--- config.mk ---
export PLATFORM = sky130hd
export DESIGN_NAME = fbra_channel_streamer
export DESIGN_NICKNAME = d
export VERILOG_FILES = /design/src/rtl/fbra_channel_streamer.sv
export SDC_FILE = /design/constraint.sdc
export NUM_CORES = 2
export LEC_CHECK = 0
export BUFFER_PORTS_ARGS = -buffer_cell sky130_fd_sc_hd__buf_2
export CELL_PAD_IN_SITES_DETAIL_PLACEMENT = 0
export CELL_PAD_IN_SITES_GLOBAL_PLACEMENT = 1
export CORE_AREA = 5 5 559 672
export DETAILED_ROUTE_END_ITERATION = 12
export DIE_AREA = 0 0 564 677
export HOLD_SLACK_MARGIN = 0.08
export PLACE_DENSITY = 0.78
export SLEW_MARGIN = 20
export SYNTH_ARGS = -nofsm -noshare
export SYNTH_HDL_FRONTEND = slang
export SYNTH_SLANG_ARGS = --single-unit
--- constraint.sdc ---
create_clock -name clk -period 5.1 [get_ports clk]
set_clock_uncertainty 0.1 [all_clocks]
set_input_delay 1.02 -clock clk [delete_from_list [all_inputs] [get_ports clk]]
set_output_delay 1.02 -clock clk [all_outputs]
set_load 0.05 [all_outputs]
--- src/rtl/fbra_channel_streamer.sv ---
// Ping-pong channel store feeding the FBRA pixel core one channel per clock,
// framing each pixel with a beamformer reset and DAS/DMAS sample shaping.
module fbra_channel_streamer #(
   parameter int CHANNELS  = 128,
   parameter int CNT_W     = 8,
   parameter int LEAD_DAS  = 2,
   parameter int LEAD_DMAS = 0,
   parameter int TAIL_DAS  = 3,
   parameter int TAIL_DMAS = 8
) (
   input  logic              clk,
   input  logic              rst,
   input  logic              mode_in,
   input  logic              in_valid,
   input  logic [15:0]       in_data,
   output logic              in_ready,
   output logic              bf_rst,
   output logic              bf_mode,
   output logic [15:0]       chnl_data,
   output logic signed [1:0] sign,
   output logic              busy,
   output logic [15:0]       pix_cnt
);

   localparam int AW = (CHANNELS > 1) ? $clog2(CHANNELS) : 1;
   localparam logic [CNT_W-1:0] LAST = CNT_W'(CHANNELS - 1);
   localparam logic signed [1:0] POS = 2'sb01;
   localparam logic signed [1:0] NEG = 2'sb11;

   typedef enum logic [2:0] {
      S_IDLE,
      S_RST,
      S_LEAD,
      S_STREAM,
      S_TAIL
   } state_t;

   logic [15:0]       r_mem [2][CHANNELS];
   logic [1:0]        r_full;
   logic              r_wr_bank;
   logic [CNT_W-1:0]  r_wr_ptr;
   logic              r_in_ready;

   state_t            r_state;
   logic [CNT_W-1:0]  r_cnt;
   logic              r_rd_bank;
   logic              r_bf_rst;
   logic              r_bf_mode;
   logic [15:0]       r_chnl;
   logic signed [1:0] r_sign;
   logic              r_busy;
   logic [15:0]       r_pix_cnt;

   logic              w_wr_fire;
   logic              w_fill;
   logic              w_release;
   logic [1:0]        w_full_nxt;
   logic              w_wr_bank_nxt;
   logic [AW-1:0]     w_rd_addr;
   logic [15:0]       w_rd_word;
   logic              w_neg;
   logic [15:0]       w_mag;
   logic signed [1:0] w_sgn;
   logic [CNT_W-1:0]  w_lead;
   logic [CNT_W-1:0]  w_tail;

   assign w_wr_fire = in_valid & r_in_ready;
   assign w_fill    = w_wr_fire & (r_wr_ptr == LAST);
   assign w_release = (r_state == S_STREAM) && (r_cnt == LAST);

   // Release is applied before fill so a bank freed this cycle is visible
   // to the writer's ready flag on the very next clock.
   always_comb begin
      w_full_nxt = r_full;
      if (w_release) w_full_nxt[r_rd_bank] = 1'b0;
      if (w_fill)    w_full_nxt[r_wr_bank] = 1'b1;
      w_wr_bank_nxt = r_wr_bank ^ w_fill;
   end

   always_ff @(posedge clk or negedge rst) begin
      if (!rst) begin
         r_full     <= 2'b00;
         r_wr_bank  <= 1'b0;
         r_wr_ptr   <= '0;
         r_in_ready <= 1'b0;
      end else begin
         r_full     <= w_full_nxt;
         r_wr_bank  <= w_wr_bank_nxt;
         r_in_ready <= !w_full_nxt[w_wr_bank_nxt];
         if (w_wr_fire) begin
            if (w_fill) r_wr_ptr <= '0;
            else        r_wr_ptr <= r_wr_ptr + 1'b1;
         end
      end
   end

   always_ff @(posedge clk) begin
      if (w_wr_fire) r_mem[r_wr_bank][r_wr_ptr[AW-1:0]] <= in_data;
   end

   // Prefetch: the word loaded into the output register is the next channel.
   assign w_rd_addr = (r_state == S_STREAM) ? AW'(r_cnt + 1'b1) : '0;
   assign w_rd_word = r_mem[r_rd_bank][w_rd_addr];
   assign w_neg     = w_rd_word[15] & !r_bf_mode;

   always_comb begin
      w_mag = w_rd_word;
      w_sgn = POS;
      if (w_neg) begin
         w_sgn = NEG;
         if (w_rd_word == 16'h8000) w_mag = 16'h7FFF;
         else                       w_mag = 16'(~w_rd_word + 16'd1);
      end
   end

   assign w_lead = r_bf_mode ? CNT_W'(LEAD_DAS) : CNT_W'(LEAD_DMAS);
   assign w_tail = r_bf_mode ? CNT_W'(TAIL_DAS) : CNT_W'(TAIL_DMAS);

   always_ff @(posedge clk or negedge rst) begin
      if (!rst) begin
         r_state   <= S_IDLE;
         r_cnt     <= '0;
         r_rd_bank <= 1'b0;
         r_bf_rst  <= 1'b1;
         r_bf_mode <= 1'b1;
         r_chnl    <= '0;
         r_sign    <= POS;
         r_busy    <= 1'b0;
         r_pix_cnt <= '0;
      end else begin
         unique case (r_state)
            S_IDLE: begin
               if (r_full[r_rd_bank]) begin
                  r_state   <= S_RST;
                  r_bf_mode <= mode_in;
                  r_busy    <= 1'b1;
               end
            end
            S_RST: begin
               r_bf_rst <= 1'b0;
               r_cnt    <= '0;
               if (w_lead == '0) begin
                  r_state <= S_STREAM;
                  r_chnl  <= w_mag;
                  r_sign  <= w_sgn;
               end else begin
                  r_state <= S_LEAD;
                  r_chnl  <= '0;
                  r_sign  <= POS;
               end
            end
            S_LEAD: begin
               if (r_cnt == w_lead - 1'b1) begin
                  r_state <= S_STREAM;
                  r_cnt   <= '0;
                  r_chnl  <= w_mag;
                  r_sign  <= w_sgn;
               end else begin
                  r_cnt <= r_cnt + 1'b1;
               end
            end
            S_STREAM: begin
               if (r_cnt == LAST) begin
                  r_state   <= S_TAIL;
                  r_cnt     <= '0;
                  r_chnl    <= '0;
                  r_sign    <= POS;
                  r_rd_bank <= ~r_rd_bank;
                  r_pix_cnt <= r_pix_cnt + 16'd1;
               end else begin
                  r_cnt  <= r_cnt + 1'b1;
                  r_chnl <= w_mag;
                  r_sign <= w_sgn;
               end
            end
            S_TAIL: begin
               if (r_cnt + 1'b1 >= w_tail) begin
                  r_cnt    <= '0;
                  r_bf_rst <= 1'b1;
                  if (r_full[r_rd_bank]) begin
                     r_state   <= S_RST;
                     r_bf_mode <= mode_in;
                  end else begin
                     r_state <= S_IDLE;
                     r_busy  <= 1'b0;
                  end
               end else begin
                  r_cnt <= r_cnt + 1'b1;
               end
            end
            default: begin
               r_state  <= S_IDLE;
               r_bf_rst <= 1'b1;
               r_busy   <= 1'b0;
            end
         endcase
      end
   end

   assign in_ready  = r_in_ready;
   assign bf_rst    = r_bf_rst;
   assign bf_mode   = r_bf_mode;
   assign chnl_data = r_chnl;
   assign sign      = r_sign;
   assign busy      = r_busy;
   assign pix_cnt   = r_pix_cnt;

endmodule

== Word level (Yosys, flattened, before mapping) ==
Memory sizes are Yosys's and may differ from the RTL's.
Index checks and enable logic that the tools add are counted.
Storage, ports and cells
  register bits: 61
  bits in latches: 0
  memory bits (writable): 4096
  bits in read-only memories: 0
  output and inout port bits: 38
  logic and storage cells: 125
  memories: 1
Memory list
  r_mem: words 2, bits a word 2048, rd ports 1, clocked after memory_dff 0, write ports 1, RTL line 38  | logic [15:0] r_mem [2][CHANNELS];
Cells by class
  add/sub/neg operators: 5
  multiply operators: 0
  div/mod/pow operators: 0
  order comparisons: 9
  eq/ne operators: 13
  shift-type cells: 0
  multiplexer cells: 52
  bitwise operators: 13
  reductions and logical operators: 19
Operators by type and width (number)
  2048-bit 2-to-1 mux: 1
  16-bit 2-to-1 mux: 8
  16-bit binary-select mux with 7-bit select: 1
  16-bit demux with 7-bit select: 1
  16-bit case mux with 3 select lines: 1
  16-bit by 1-bit adder with 16-bit output (second input constant): 2
  8-bit 2-to-1 mux: 4
  8-bit case mux with 4 select lines: 1
  8-bit by 1-bit adder with 8-bit output (second input constant): 2
  16-bit == test (second input constant): 1
  8-bit by 7-bit == test with 1-bit output (second input constant): 2
  8-bit >= comparator (second input constant): 2
  16-bit inverter: 1
  7-bit inverter with 8-bit output: 2
  1-bit 2-to-1 mux: 15
  3-bit case mux with 5 select lines: 1
  2-bit 2-to-1 mux: 7
  3-bit 2-to-1 mux: 4
  8-bit == test: 1
  8-bit by 4-bit >= comparator with 1-bit output: 1
  8-bit logical NOT: 1
  8-bit by 1-bit < comparator with 1-bit output (second input constant): 1
  2-bit inequality test (second input constant): 4
  2-bit AND reduction: 4
  27 further kinds: 43

== Depth between registers and ports, before layout ==
  depth after elaboration: 12
  mapped depth: 24

== Least setup slack after synthesis ==
No wires, ideal clock.
  path type: register to register
  start point: reg r_cnt[0]
  end point: reg r_chnl[12], in the netlist chnl_data[12]
  setup time: 120 ps
  arrival: 4213 ps
  slack: 666 ps
  cell stages (with the launch flop): 21
  path buffers: 3
  clock period less this slack: 4434 ps
  path through: dfrtp_1 ha_1 and4b_1 buf_4 buf_4 buf_4 mux2i_1 mux2i_1 mux4_2 a311o_1 o2111a_1 a21oi_2 nand3_2 clkinv_2 ha_1 inv_1 a211oi_2 nand4bb_1 nor3b_1 nand4_1 o211a_1
On the way
  word-level cells in the longest chain between the ends: 12
  elaborated cells on any way between the ends: 20
RTL lines
  start: declaration: RTL line 45  | logic [CNT_W-1:0] r_cnt;
  start signal: assignment: RTL line 159  | r_cnt <= r_cnt + 1'b1;
  start signal: assignment: RTL line 171  | r_cnt <= r_cnt + 1'b1;
  start signal: assignment: RTL line 188  | r_cnt <= r_cnt + 1'b1;
  8-bit by 1-bit adder with 8-bit output
  7-bit 2-to-1 mux: RTL line 102  | assign w_rd_addr = (r_state == S_STREAM) ? AW'(r_cnt + 1'b1) : '0;
  7-bit inverter with 8-bit output (not written as such): RTL line 103  | assign w_rd_word = r_mem[r_rd_bank][w_rd_addr];
  16-bit binary-select mux with 7-bit select: RTL line 103
  16-bit 2-to-1 mux (not written as such) (2 in a row): RTL line 103
  16-bit inverter: RTL line 112  | else w_mag = 16'(~w_rd_word + 16'd1);
  16-bit by 1-bit adder with 16-bit output: RTL line 112
  16-bit 2-to-1 mux: RTL line 111  | if (w_rd_word == 16'h8000) w_mag = 16'h7FFF;
  16-bit 2-to-1 mux: RTL line 109  | if (w_neg) begin
  16-bit 2-to-1 mux, on equally long branches: RTL line 163, 142, 153
  16-bit case mux with 3 select lines: RTL line 131  | unique case (r_state)
  end signal: assignment: RTL line 144  | r_chnl <= w_mag;
  end signal: assignment: RTL line 156  | r_chnl <= w_mag;
  end signal: assignment: RTL line 172  | r_chnl <= w_mag;
  end: declaration: RTL line 49  | logic [15:0] r_chnl;
Parallel ways exist; a longest one is shown, timed or not. The select of a mux whose other input is x is not followed.
A chain may end at the register's enable or synchronous reset.

== Worst setup path after layout ==
  start point: reg r_cnt[0]
  end point: reg r_chnl[14], in the netlist chnl_data[14]
Same word-level chain as after synthesis.

==> flow_metrics.env <==
export IMPL_core_sq_um=369000
export IMPL_drc=0
export IMPL_start_kind="register"
export IMPL_viasPerCell=6.48
export IMPL_dp_final_hpwl_um=403000
export IMPL_p_int_mw=65.8
export IMPL_antenna_found_initial=49
export IMPL_cts_sinks=4156
export IMPL_instances_no_fill=16638
export IMPL_hold_class="input pin to register"
export IMPL_ys_flop_type="edfxtp_1"
export IMPL_synth_top_area_share_pct=74.5
export IMPL_slew_headroom_pct=22.1
export IMPL_fin_ws_ns=-0.0158
export IMPL_combPwrFrac_pct=35.0
export IMPL_yosysTopAreaCell="edfxtp_1"
export IMPL_cts_root_buf="clkbuf_16"
export IMPL_drt_iter0_drc=18740
export IMPL_worst_slew_pin_slew_ns=1.17
export IMPL_pre_cts_ws_ns=-0.514
export IMPL_cap_viol_max_count=0
export IMPL_clockBufferDepth=4
export IMPL_fin_nets=11394
export IMPL_cp_end_kind="register"
export IMPL_seqPwrFrac_pct=36.4
export IMPL_yosysWarnings=0
export IMPL_synth_seq_cells=4156
export IMPL_clk_pin_slew_ns=0.07
export IMPL_synth_area_leaders="edfxtp_1 74%, mux4_2 4.8%, nand2_1 3.9%"
export IMPL_die_area_sq_um=382000
export IMPL_drv_slew=0
export IMPL_numPlacedInstances=15893
export IMPL_ios=58
export IMPL_fin_crit_sh_pct=100
export IMPL_synth_edf_count=4096
export IMPL_htree_levels=5
export IMPL_numCtsBuffers=385
export IMPL_p_leak_nw=64.0
export IMPL_wl_per_cell_um=37.5
export IMPL_fmax_mhz=195
export IMPL_reg2reg_slack_ns=-0.02
export IMPL_ir_drop_uv=417
export IMPL_async_flop_share_pct=1.44
export IMPL_dr_pass1_iters=8
export IMPL_clk_latency_ns=0.95
export IMPL_crit_fanout=17
export IMPL_p_sw_share_pct=36.5
export IMPL_crit_type="register to register"
export IMPL_io_buffers=56
export IMPL_routed_wirelength_um=625000
export IMPL_status="finished with violations"
export IMPL_finalSetupViolCount=3
export IMPL_synthCells=10270
export IMPL_clkPwrFrac_pct=28.6
export IMPL_grt_pass1_vias=101539
export IMPL_ant_nets=0
export IMPL_arrival_ns=5.86
export IMPL_synthesis_area_sq_um=165000
export IMPL_layout_min_cycle_time_ns=5.12
export IMPL_grt_total_usage_pct=31.7
export IMPL_initial_core_util_pct=44.7
export IMPL_fp_dieW_um=564
export IMPL_synth_fp_nets=10297
export IMPL_avgSynthCellArea_sq_um=16.1
export IMPL_hold_viol=0
export IMPL_violations="negative setup slack"
export IMPL_syn_to_final_growth_pct=17.7
export IMPL_grt_max_degree=129
export IMPL_fp_row_count=245
export IMPL_cts_tree="yes"
export IMPL_die_y_um=677
export IMPL_seq_area_frac_synth_pct=75.4
export IMPL_switchingPower_mw=37.8
export IMPL_setup_tns_ns=-0.0368
export IMPL_pwr_density_cell_nw_per_um2=533
export IMPL_cp_required_ns=5.85
export IMPL_power_total_mw=104
export IMPL_grt_pass1_wl_um=842000
export IMPL_routabilityCongestion=1.00
export IMPL_overflow=0
export IMPL_dr_total_vias=107799
export IMPL_fin_util_pct=52.6
export IMPL_layout_drive_gt1_share_pct=22.2
export IMPL_ys_types=106
-- registers in the layout, indices dropped and copies added (netlist names), 2 cells and up --
name,flops
r_wr_ptr,8
chnl_data,16
r_full,2
pix_cnt,16
r_state,3
r_cnt,8
r_mem,4096
-- final cells by class --
| type | instances | area [sq um] |
|---|---|---|
| fillers | 29393 | 175000 |
| clock inverters | 239 | 2680 |
| flip-flops and latches | 4156 | 125000 |
| well taps | 4940 | 6180 |
| multi-input cells | 5448 | 38000 |
| clock buffers | 457 | 10000 |
| repair buffers | 1359 | 12800 |
| inverters | 17 | 73.8 |
| diodes | 22 | 55.1 |
-- path summary, 6_finish.rpt --
| path | startpoint | to | cells past startpoint |
|---|---|---|---|
| min | mode_in | bf_mode | 2 |
| max reg2reg | r_cnt[0] | chnl_data[14] | 17 |
| max in group asynchronous | rst | r_cnt[0] | 3 |
| max | r_cnt[0] | chnl_data[14] | 17 |
| min in group asynchronous | rst | pix_cnt[4] | 2 |
| min reg2reg | pix_cnt[15] | pix_cnt[15] | 1 |
-- worst max-delay path, cell delays in order (launching register included) --
cell and delay (ns):
dfrtp_4 0.54, ha_4 0.28, and4b_4 0.24, buf_12 0.14, buf_16 0.16, nand2_2 0.13
buf_4 0.43, a21oi_1 0.07, a2111oi_0 0.56, a21oi_1 0.33, o21ai_0 0.43, buf_4 0.23
and4_1 0.37, nand2b_1 0.24, nand3b_1 0.11, o31ai_2 0.25, xor2_1 0.20, o211ai_1 0.10
-- cells in the mapped netlist (all sizes together) (10+ instances only) --
cell type and n:
o22ai 105, a211oi 72, o2111ai 32, a21oi 313, and3 90, nor3 63
nor4 28, o21ai 195, nor2 400, o211ai 64, nand2 1722, nand4 87
mux4 354, mux2 27, nand2b 14, nor2b 46, a31oi 147, a311oi 40
a221oi 46, or3 12, o31ai 12, and2 14, xnor2 24, buf 492
a221o 15, dfrtp 58, inv 16, nand3 643, mux2i 538, a32oi 56
a2111oi 18, xor2 10, o221ai 18, a22oi 86, clkbuf 158, edfxtp 4096
-- placed cells by master, fill, tap and decap left out, types with 45 or more instances in the layout --
cell       count
clkinv_1      87
nor3_1        49
a32oi_1       53
buf_4       1094
clkinv_2      65
a21oi_1      303
nor2_2       151
nand3_1      635
a211oi_1      70
a31oi_1      138
a22oi_1       86
o21ai_0      169
nand4_1       85
o211ai_1      61
mux2i_1      533
mux4_2       352
bufinv_16     51
clkbuf_1      64
dfrtp_1       56
buf_12       193
and3_1        89
edfxtp_1    4096
o22ai_1      101
clkbuf_16    393
nor2_1       232
nor2b_1       45
nand2_1     1718
-- power groups by stage --
stage	clock, mW	combinational (mW)	sequential [mW]
6_report	29.6	36.3	37.7
5_1_grt	31.1	36.0	37.7
4_1_cts	29.7	33.9	37.7
3_5_place_dp	0	33.7	38.5
3_3_place_gp	0	33.6	38.5
2_1_floorplan	0	12.3	38.6
-- cells by family after synthesis --
family	synth area share, %
flops	75.4
simple gates	8.36
compound gates	5.35
mux	8.28
buf+inv	2.36
xor+xnor	0.189
fa+ha+maj	0.0530
other cells	0.00227
-- per-layer routing --
| layer | GRT usage [%] | wire, um | share of wire (%) |
|---|---|---|---|
| met5 | 0 | 191 | 0.031 |
| met4 | 21.1 | 51600 | 8.3 |
| met3 | 9.06 | 85800 | 14 |
| met2 | 46.7 | 274000 | 44 |
| met1 | 41.1 | 213000 | 34 |
-- through the flow --
| step | instance area, sq um | hold slack, ns |
|---|---|---|
| final | 194000 | 0.189 |
| after global routing | 194000 | 0.187 |
| after CTS | 194000 | 0.145 |
| after detailed placement | 181000 | 0.375 |
| after global placement | 181000 | 0.363 |
| after floorplan | 165000 | 0.375 |
-- timing repair --
item | in CTS | in global routing
resized for setup | 28 | 70
cloned | 1 | 4
endpoints found under the hold margin | 30 | 0
setup endpoints to repair | 16 | 16
hold buffers | 1 | 0
pin swaps | 7 | 12
buffers inserted | 13 | 9
Note: power is estimated with default switching activity, not from simulation.
